### src/rtl/alu_ctrl_sequencer.sv
// Instruction sequencer for the downsample ALU; 3 cycles per ALU/NOP, 4 per jump, memory 3 + DDR wait.
// Backpressure: holds mem_rd/mem_wr until mem_ack with no timeout; start ignored while busy.
module alu_ctrl_sequencer #(
    parameter int PC_W = 8
) (
    input  logic            clk,
    input  logic            rst,
    input  logic            start,
    output logic [PC_W-1:0] imem_addr,
    input  logic [7:0]      imem_data,
    output logic [2:0]      alu_op,
    output logic [3:0]      a_sel,
    output logic            a_zero,
    output logic [3:0]      b_sel,
    output logic [3:0]      c_sel,
    output logic            c_we,
    input  logic            z,
    output logic            mem_rd,
    output logic            mem_wr,
    input  logic            mem_ack,
    output logic            busy,
    output logic            done,
    output logic            err
);

    typedef enum logic [2:0] {
        S_IDLE, S_FETCH, S_LATCH, S_EXEC, S_MWAIT, S_OPND, S_DONE
    } state_t;

    localparam logic [3:0] OPC_NOP   = 4'h0;
    localparam logic [3:0] OPC_STA   = 4'h9;
    localparam logic [3:0] OPC_LOAD  = 4'hA;
    localparam logic [3:0] OPC_STORE = 4'hB;
    localparam logic [3:0] OPC_JMP   = 4'hC;
    localparam logic [3:0] OPC_JNZ   = 4'hD;
    localparam logic [3:0] OPC_HALT  = 4'hE;
    localparam logic [PC_W-1:0] PC_ONE = PC_W'(1);

    state_t          state, state_nxt;
    logic [PC_W-1:0] pc;
    logic [7:0]      ir;
    logic            err_q;
    logic            jmp_taken;

    logic [3:0] opc, rn, opc_m1;
    logic       is_alu, is_jump;

    assign opc     = ir[7:4];
    assign rn      = ir[3:0];
    assign opc_m1  = opc - 4'd1;
    assign is_alu  = (opc >= 4'd1) && (opc <= 4'd8);
    assign is_jump = (opc == OPC_JMP) || (opc == OPC_JNZ);

    always_ff @(posedge clk) begin
        if (rst) state <= S_IDLE;
        else     state <= state_nxt;
    end

    always_comb begin
        state_nxt = state;
        case (state)
            S_IDLE, S_DONE: if (start) state_nxt = S_FETCH;
            S_FETCH:        state_nxt = S_LATCH;
            S_LATCH:        state_nxt = S_EXEC;
            S_EXEC: begin
                if (opc == OPC_NOP || opc == OPC_STA || is_alu)
                    state_nxt = S_FETCH;
                else if (opc == OPC_LOAD || opc == OPC_STORE)
                    state_nxt = S_MWAIT;
                else if (is_jump)
                    state_nxt = S_OPND;
                else
                    state_nxt = S_DONE;
            end
            S_MWAIT:        if (mem_ack) state_nxt = S_FETCH;
            S_OPND:         state_nxt = S_FETCH;
            default:        state_nxt = S_IDLE;
        endcase
    end

    // PC, IR, error and jump decision; the jump target byte arrives in OPND.
    always_ff @(posedge clk) begin
        if (rst) begin
            pc        <= '0;
            ir        <= '0;
            err_q     <= 1'b0;
            jmp_taken <= 1'b0;
        end else begin
            case (state)
                S_IDLE, S_DONE: begin
                    if (start) begin
                        pc    <= '0;
                        err_q <= 1'b0;
                    end
                end
                S_LATCH: begin
                    ir <= imem_data;
                    pc <= pc + PC_ONE;
                end
                S_EXEC: begin
                    if (opc == 4'hF) err_q <= 1'b1;
                    if (is_jump)     jmp_taken <= (opc == OPC_JMP) || !z;
                end
                S_OPND: pc <= jmp_taken ? PC_W'(imem_data) : pc + PC_ONE;
                default: ;
            endcase
        end
    end

    always_comb begin
        imem_addr = '0;
        alu_op    = '0;
        a_sel     = '0;
        a_zero    = 1'b0;
        b_sel     = '0;
        c_sel     = '0;
        c_we      = 1'b0;
        mem_rd    = 1'b0;
        mem_wr    = 1'b0;
        case (state)
            S_FETCH: imem_addr = pc;
            S_EXEC: begin
                if (is_alu) begin
                    alu_op = opc_m1[2:0];
                    a_sel  = rn;
                    c_we   = 1'b1;
                end else if (opc == OPC_STA) begin
                    a_zero = 1'b1;
                    c_sel  = rn;
                    c_we   = 1'b1;
                end else if (opc == OPC_LOAD) begin
                    mem_rd = 1'b1;
                end else if (opc == OPC_STORE) begin
                    mem_wr = 1'b1;
                end else if (is_jump) begin
                    imem_addr = pc;
                end
            end
            S_MWAIT: begin
                mem_rd = (opc == OPC_LOAD);
                mem_wr = (opc == OPC_STORE);
            end
            default: ;
        endcase
    end

    assign busy = (state != S_IDLE) && (state != S_DONE);
    assign done = (state == S_DONE);
    assign err  = err_q;

    logic unused_ok;
    assign unused_ok = ^{OPC_HALT};

endmodule

### config.mk
export PLATFORM = sky130hd
export DESIGN_NAME = alu_ctrl_sequencer
export DESIGN_NICKNAME = d
export VERILOG_FILES = /design/src/rtl/alu_ctrl_sequencer.sv
export SDC_FILE = /design/constraint.sdc
export NUM_CORES = 1
export LEC_CHECK = 0
export BUFFER_PORTS_ARGS = -buffer_cell sky130_fd_sc_hd__buf_2
export CORE_MARGIN = 2
export CORE_UTILIZATION = 25
export DETAILED_ROUTE_END_ITERATION = 8
export PLACE_DENSITY_LB_ADDON = 0.05
export REMOVE_ABC_BUFFERS = 1
export SLEW_MARGIN = 30
export SYNTH_ARGS = -nofsm -noshare
export SYNTH_HDL_FRONTEND = slang
export SYNTH_SLANG_ARGS = --single-unit
### constraint.sdc
create_clock -name clk -period 2.1 [get_ports clk]
set_input_delay 0.63 -clock clk [delete_from_list [all_inputs] [get_ports clk]]
set_output_delay 0.63 -clock clk [all_outputs]
set_load 0.02 [all_outputs]
* Yosys cells after proc, flatten, opt, wreduce, memory -nomap -nowiden
Cells that the tools add are included.
** Word-level totals
- Output and inout port bits :: 30
- Bits of input ports :: 13
- Bits in registers :: 21
** Cells by class
- Reduce and logical (&&, ||, !) cells :: 18
- Equality and inequality tests :: 16
- Magnitude comparators :: 2
- Add/sub/neg operators :: 2
- Multiplexer cells :: 39
** Operators by type and width (count)
- $mux 8 :: 7
- $eq 4x4->1 const B :: 6
- $pmux 8 s3 :: 1
- $mux 4 :: 5
- $pmux 3 s6 :: 1
- $pmux 8 s2 :: 1
- $mux 3 :: 5
- $mux 1 :: 14
- $eq 3x3->1 const B :: 3
- $add 8x1->8 const B :: 1
- $eq 3x2->1 const B :: 2
- $ne 2x2->1 const B :: 3
- $pmux 1 s2 :: 3
- $reduce_and 2->1 :: 3
- $reduce_bool 3->1 :: 2
- $logic_or 1x1->1 :: 5
- $ge 4x1->1 const B :: 1
- $le 4x4->1 const B :: 1
- $logic_not 4->1 :: 1
- $mux 2 :: 2
- $eq 3x1->1 const B :: 1
- $logic_not 3->1 :: 1
- $ne 3x3->1 const B :: 1
- $reduce_and 3->1 :: 1
- 5 further kinds :: 6

* Logic depth before layout (Yosys ltp)
Gate-level depths: netlist of the first run.
- Depth in word-level cells :: 8
- Gate-level depth with buffers :: 7
- Gate-level depth less buffers :: 6

* Worst setup path after synthesis of the first run
Ideal clock, no wire load.
- Path type :: register -> output
- Start :: register ir[4]
- End :: output c_sel[0]
- Data required time :: 1.470 ns
- Cell stages (with the launch flop) :: 5
- Slack :: -0.479 ns
- Path buffers :: 0
- Data arrival time :: 1.949 ns
- Cell sequence :: dfxtp_1 -> inv_1 -> ha_1 -> nor4bb_1 -> and2_1
** On the way
- Longest elaborated chain between the ends :: 4
- Elaborated cells on any way between the ends :: 7
- Classes of those cells :: order compare (2); eq/ne (1); mux (3); reduce/logical (1)
** Ends and longest elaborated chain
- from (decl) :: RTL line 41 : logic [7:0] ir;
- from (signal assigned) :: RTL line 97 : ir <= imem_data;
- $ge 4x1->1, or another cell as far along :: RTL line 51 : assign is_alu = (opc >= 4'd1) && (opc <= 4'd8);
- $logic_and 1x1->1 or $mux 4 (tied branches) :: RTL line 51, 127
- $mux 4 * :: RTL line 123 : if (is_alu) begin
- $mux 4 * :: RTL line 120 : case (state)
- to (decl) :: RTL line 15 : output logic [3:0] c_sel,
Mark *: on every way between the ends. The rest lies on a longest branch, timed or not.

* Final worst setup path of the first run
Same ends and word-level chain as after synthesis.

==> results of run 1 <==
==> state kept, by name, indices dropped and copies added (netlist names) <==
register and cells:
ir 8, state 3, pc 8, err 1
jmp_taken 1
==> critical path: cells and delay by family (launching register included) <==
kind                       cells  cell delay [ns]
adders and majority gates      1             0.17
buffers and inverters          4             0.47
DFF                            1             0.39
and+or+nand+nor                2             0.43
==> power groups by stage <==
stage	Clock [mW]	Combinational (mW)	Sequential [mW]
final	0.284	0.443	0.445
after global routing	0.311	0.486	0.450
after CTS	0.295	0.382	0.444
after detailed placement	0	0.326	0.448
after global placement	0	0.329	0.449
after floorplan	0	0.157	0.459
==> area by class of cell <==
type	instances	area share
Timing Repair Buffer	76	0.2671
Clock inverter	1	0.003311
Multi-Input combinational cell	152	0.4685
Tap cell	72	0.03974
Sequential cell	21	0.1893
Inverter	7	0.01380
Clock buffer	3	0.01821
==> final timing paths <==
path | startpoint | to | slack (ns) | depth (start not counted)
worst min register to register | err | err | 0.48 | 2
worst max-delay path | ir[4] | c_sel[0] | -0.25 | 7
worst max register to register | ir[4] | state[1] | 0.08 | 7
worst min-delay path | err | err | 0.48 | 2
==> what timing repair did <==
item,CTS,global route
pin swaps,13,5
buffers inserted,1,9
gates resized for setup,56,28
endpoints found under the setup margin,25,25
==> synth_stat cells, types with 2 or more instances <==
| cell | count | share of area |
|---|---|---|
| nand2_1 | 26 | 0.068 |
| dfxtp_1 | 21 | 0.29 |
| a21oi_1 | 20 | 0.070 |
| nor2_1 | 16 | 0.042 |
| nor2b_1 | 10 | 0.044 |
| and2_1 | 8 | 0.035 |
| clkbuf_1 | 7 | 0.018 |
| inv_1 | 7 | 0.018 |
| o21ai_0 | 7 | 0.025 |
| ha_1 | 5 | 0.044 |
| nand2b_1 | 5 | 0.022 |
| buf_4 | 4 | 0.021 |
| nand3_1 | 4 | 0.014 |
| a221oi_1 | 3 | 0.018 |
| and3_1 | 3 | 0.013 |
| buf_2 | 3 | 0.011 |
| nor3_1 | 3 | 0.011 |
| a21boi_0 | 2 | 0.011 |
| a22oi_1 | 2 | 0.011 |
| a311oi_1 | 2 | 0.012 |
| a31oi_1 | 2 | 0.0088 |
| o21bai_1 | 2 | 0.011 |
| or3_1 | 2 | 0.0088 |
==> per-layer routing <==
metal	vias to the layer above	routed length [µm]	global-route usage
met5	-	0	0
met3	2	223	0.03054
met2	31	2210	0.2437
met4	0	8	0.02069
met1	732	2038	0.1979
li1	814	-	-
==> logic make-up after synthesis <==
logic type               after synthesis  share of synthesized area
adder cells (fa/ha/maj)                5                    0.04390
AND/OR/NAND/NOR                       88                     0.3249
flip-flops                            21                     0.2950
multiplexers                           1                   0.007024
AO/OA/AOI/OAI                         54                     0.2502
buffers and inverters                 22                    0.07639
other                                  1                   0.002631
==> metrics by stage <==
stage / TNS, ns / setup slack (ns) / utilization / cells / area, µm²
global placement: -2.750 / -0.2296 / 0.3349 / 318 / 1844
finish: -4.628 / -0.2501 / 0.4117 / 332 / 2267
detailed placement: -2.592 / -0.2682 / 0.3349 / 318 / 1844
floorplan: -4.520 / -0.6325 / - / 180 / 1354
global route: -6.906 / -0.3717 / 0.4117 / 332 / 2267
CTS: -5.071 / -0.2920 / 0.3824 / 323 / 2106
==> key figures, run 1 <==
Critical path
  • Crit-path max cell delay: 0.39 ns
  • Crit-path slowest cell: dfxtp_4
  • Crit Path Max Fanout: 5
  • CP Data Required Time: 1.47 ns
  • Arr. time, crit path: 1.72 ns
  • Cell repeated most along the worst path: buf_6
  • WS Path Type: flop to primary output
  • Cell Chain, Critical Path: inv_4 > ha_4 > buf_6 > nor4bb_4 > buf_4 > and2_4 > buf_6
  • Startpoint Class: flop
  • Setup crit end kind: primary output

Hold path
  • Hold WC Path Type: flop to flop

Clock network
  • Clock Tree Buf Depth: 2
  • # clock sinks: 21
  • Clk_lat worst skew: 0.26 ns
  • Worst-path clk slew: 0.09 ns
  • H-tree Lvls: 1
  • TritonCTS clock tree: yes
  • Num CTS Buffers: 3
  • Root buf cell: clkbuf_8
  • Hold-fix buffers at CTS: 0

Routing
  • Routed length per instance: 13.50 µm
  • Number of DRC markers in iteration 0: 44
  • DRT antenna net count: 0
  • DR pass1 iterations: 4
  • Vias post-DR: 1,579
  • Routed WL: 4481 µm
  • Vias per cell: 4.756
  • DRC viols: 0

Global route
  • GRT Overall Usage: 0.1463
  • Initial antenna violation count: 0
  • Global-route wire length before repair: 7438 µm
  • Total grt overflow: 0
  • Largest net degree at the start of global routing: 22
  • Vias in the first global route: 1,542

Finish
  • P&R area growth vs syn: 59.09%
  • Share of cells above drive strength 1: 0.4308
  • Sequential Area: 429.2 µm²
  • Nets: 279
  • Multi-input gate area: 0.001062 mm²
  • Commonest non-fill, non-tap cell in the layout: buf_4
  • Number of diodes: 0
  • Filler cell count: 587
  • Most frequent cells in the layout: 39 x buf_4, 26 x nand2_1, 18 x a21oi_1, 18 x buf_2, 18 x buf_6

Status
  • Status: finished, violations left
  • Failing checks: setup timing

Power and ir drop
  • P_int: 780.4 µW
  • Clk network pwr share: 0.242
  • Max IR drop VDD: 332.0 µV
  • Net Sw Frac: 0.3342
  • Flop pwr share: 0.380
  • Combinational share of power: 0.378
  • P per Cell Area: 517.0 mW/mm²
  • Power Total: 1.172 mW
  • Static Leak: 0.9458 nW
  • Net Sw Power: 391.6 µW

Timing
  • Hold_ws: 0.4791 ns
  • Max Clock Freq: 425.5 MHz
  • Worst slew pin tran: 0.5193 ns
  • Setup Skew: 0.002157 ns
  • Setup ws final: -0.2501 ns
  • Period minus WS final: 2.350 ns
  • Final worst-path cycle share: 1.119
  • Setup violators final: 24
  • Final hold vios: 0
  • Final Max Tran Viols: 0
  • Slew headroom: 0.6493
  • RSZ-0062 raised after global routing: true

Synthesis
  • Seq/Total Area, Yosys: 0.2950
  • Mapped cell area: 0.001425 mm²
  • Ys async rst share: 0
  • Syn Inst Count: 192
  • Yosys cell types: 51
  • Post-synth top flop: dfxtp_1
  • Number of flops mapped to enable cells by yosys: 0
  • Mean post-synth cell area: 7.422 µm²
  • FF+latch count, synth: 21
  • Synth Warn #: 0

Floorplan
  • Die Y: 79.50 µm
  • Die area: 0.006320 mm²
  • Cell row count: 27
  • Die span in x: 79.50 µm
  • Core ar.: 0.005507 mm²
  • IO Pins: 43
  • Initial Utilization: 0.2588

Place
  • RePlAce Congestion: 0.7218
  • Post-DP HPWL: 3225 µm
  • # port buffers: 38

Flow run
  • Max Cap Viol: 0
Power figures use the tool's default switching activity.
==> run 2: changes to the inputs <==
Settings changed: SETUP_SLACK_MARGIN from default to 0.5.
==> run 2 against run 1 <==
Compared with the run above:
- the flow still finishes with violations (setup timing)
- non-clock buffer count rose by 6
- utilization grew 5.7 points
- setup slack worse by 0.0042 ns
- sequential power hardly changed
- clock skew down 0.00083 ns
- fmax fell by 0.18%
- flip-flop and latch count unchanged
- total power increased by 8.1%
- sequential share of layout area shrank 2.2 points
- combinational power rose by 21%
- hold slack got worse by 0.019 ns
- critical endpoint is now mem_wr
==> key figures, run 2 (synthesis gave the netlist of run 1 again) <==
Timing
  • Worst slew pin tran: 0.6350 ns (+0.1157 ns)
  • Hold_ws: 0.4600 ns (-0.01908 ns)
  • RSZ-0062 raised after global routing: true
  • Setup violators final: 24 (unchanged)
  • Slew headroom: 0.5712 (-0.07813)
  • Setup ws final: -0.2543 ns (-0.004188 ns)
  • Period minus WS final: 2.354 ns (+0.004188 ns)
  • Max Clock Freq: 424.8 MHz (-0.18%)
  • Final Max Tran Viols: 0 (unchanged)
  • Setup Skew: 0.001323 ns (-0.0008332 ns)
  • Final hold vios: 0 (unchanged)
  • Final worst-path cycle share: 1.121 (+0.001994)

Floorplan
  • Core ar.: 0.005507 mm² (unchanged)
  • Die area: 0.006320 mm² (unchanged)
  • Die Y: 79.50 µm (unchanged)
  • Die span in x: 79.50 µm (unchanged)
  • Initial Utilization: 0.2588 (unchanged)
  • IO Pins: 43 (unchanged)
  • Cell row count: 27 (unchanged)

Clock network
  • # clock sinks: 21 (unchanged)
  • Clk_lat worst skew: 0.26 ns (about the same)
  • Root buf cell: clkbuf_8
  • Num CTS Buffers: 3 (unchanged)
  • H-tree Lvls: 1 (unchanged)
  • Worst-path clk slew: 0.09 ns (about the same)
  • Clock Tree Buf Depth: 2 (unchanged)
  • TritonCTS clock tree: yes

Finish
  • Fin util: 0.4685 (+0.05680)
  • Number of diodes: 0 (unchanged)
  • Fin cells: 339 (+2.1%)
  • Commonest non-fill, non-tap cell in the layout: buf_4
  • Largest registers: ir: 8 flops, pc: 8 flops, state: 3 flops
  • P&R area growth vs syn: 81.04%
  • Share of cells above drive strength 1: 0.5655 (+0.1348)
  • Nets: 286 (+2.5%)
  • Most frequent cells in the layout: 32 x buf_4, 27 x buf_6, 20 x nand2_1, 19 x buf_2, 15 x dfxtp_1

Global route
  • GRT Overall Usage: 0.1553 (+0.008996)
  • Total grt overflow: 0 (unchanged)
  • Global-route wire length before repair: 7866 µm (+5.8%)
  • Vias in the first global route: 1,623 (+5.3%)
  • Largest net degree at the start of global routing: 22 (unchanged)
  • Initial antenna violation count: 0 (unchanged)

Critical path
  • Setup crit end kind: primary output
  • Arr. time, crit path: 1.72 ns (about the same)
  • Startpoint Class: flop
  • CP Data Required Time: 1.47 ns (about the same)
  • Crit Path Max Fanout: 5 (unchanged)
  • Crit-path slowest cell: dfxtp_4
  • Buf/Inv on CP: 3 (-1)
  • WS Path Type: flop to primary output
  • Cell Chain, Critical Path: inv_4 > ha_4 > buf_6 > o21bai_4 > a21oi_2 > o32ai_1 > and3_1 > buf_6
  • Crit-path leading delay family: compound AO/OA/AOI/OAI gates
  • Crit-path max cell delay: 0.39 ns (about the same)
  • Cell repeated most along the worst path: buf_6

Place
  • RePlAce Congestion: 0.7218 (unchanged)
  • # port buffers: 38 (unchanged)
  • Post-Place Cells: 318 (unchanged)
  • Post-DP HPWL: 3225 µm (unchanged)

Hold path
  • Hold WC Path Type: flop to flop

Routing
  • Vias post-DR: 1,683 (+6.6%)
  • Vias per cell: 4.965 (+4.4%)
  • Number of DRC markers in iteration 0: 65 (+48%)
  • Routed length per instance: 14.73 µm (+9.1%)
  • DRC viols: 0 (unchanged)
  • Routed WL: 4993 µm (+11%)
  • DR pass1 iterations: 4 (unchanged)
  • DRT antenna net count: 0 (unchanged)

Status
  • Failing checks: setup timing
  • Status: finished, violations left

Power and ir drop
  • P per Cell Area: 490.9 mW/mm² (-5.0%)
  • Power Total: 1.267 mW (+8.1%)
  • Max IR drop VDD: 318.1 µV (-4.2%)
  • Static Leak: 1.046 nW (+11%)

Flow run
  • Max Cap Viol: 0 (unchanged)
==> run 2: where the power goes <==
group	internal (mW)	switching [mW]	total [mW]
clock network	0.134	0.149	0.283
registers	0.422	0.0250	0.447
logic	0.266	0.269	0.536
total	0.823	0.444	1.27
==> run 2: worst min-delay path, stage by stage (launching register included) <==
cell     delay, ns
dfxtp_1       0.32
o21ai_2       0.05
a21oi_1       0.05
==> run 2: path summary, 6_finish.rpt <==
path / start / cells past startpoint / slack [ns] / endpoint
setup / recovery: ir[4] / 8 / -0.25 / mem_wr
hold / removal: err / 2 / 0.46 / err
setup reg to reg: ir[4] / 7 / 0.07 / state[1]
hold reg to reg: err / 2 / 0.46 / err
==> run 2: stage by stage <==
step	TNS (ns)	setup WS [ns]	instance area, µm²
2_1_floorplan	-4.520	-0.6325	1354
3_3_place_gp	-2.750	-0.2296	1844
3_5_place_dp	-2.592	-0.2682	1844
4_1_cts	-5.104	-0.2920	2335
5_1_grt	-7.039	-0.3717	2580
6_report	-4.607	-0.2543	2580
==> run 2: layout make-up <==
class	instances	area (µm²)
flip-flops and latches	21	430.4
inverters	7	31.28
repair buffers	82	721.9
fillers	561	2927
well taps	72	90.09
clock buffers	3	41.29
clock inverters	1	7.507
multi-input cells	153	1257
==> run 2: per-layer routing <==
layer	GRT usage	wire length [µm]	vias to the layer above
li1	-	-	828
met1	0.2021	2207	808
met2	0.2714	2502	45
met3	0.02941	274	2
met4	0.02069	8	0
met5	0	0	-
==> run 2: what timing repair did <==
| action | in CTS | in global routing |
|---|---|---|
| setup endpoints to repair | 32 | 44 |
| resized for setup | 99 | 48 |
| buffers inserted | 10 | 5 |
| hold buffers | 0 | 0 |
| pin swaps | 36 | 14 |
| cloned | 1 | 1 |
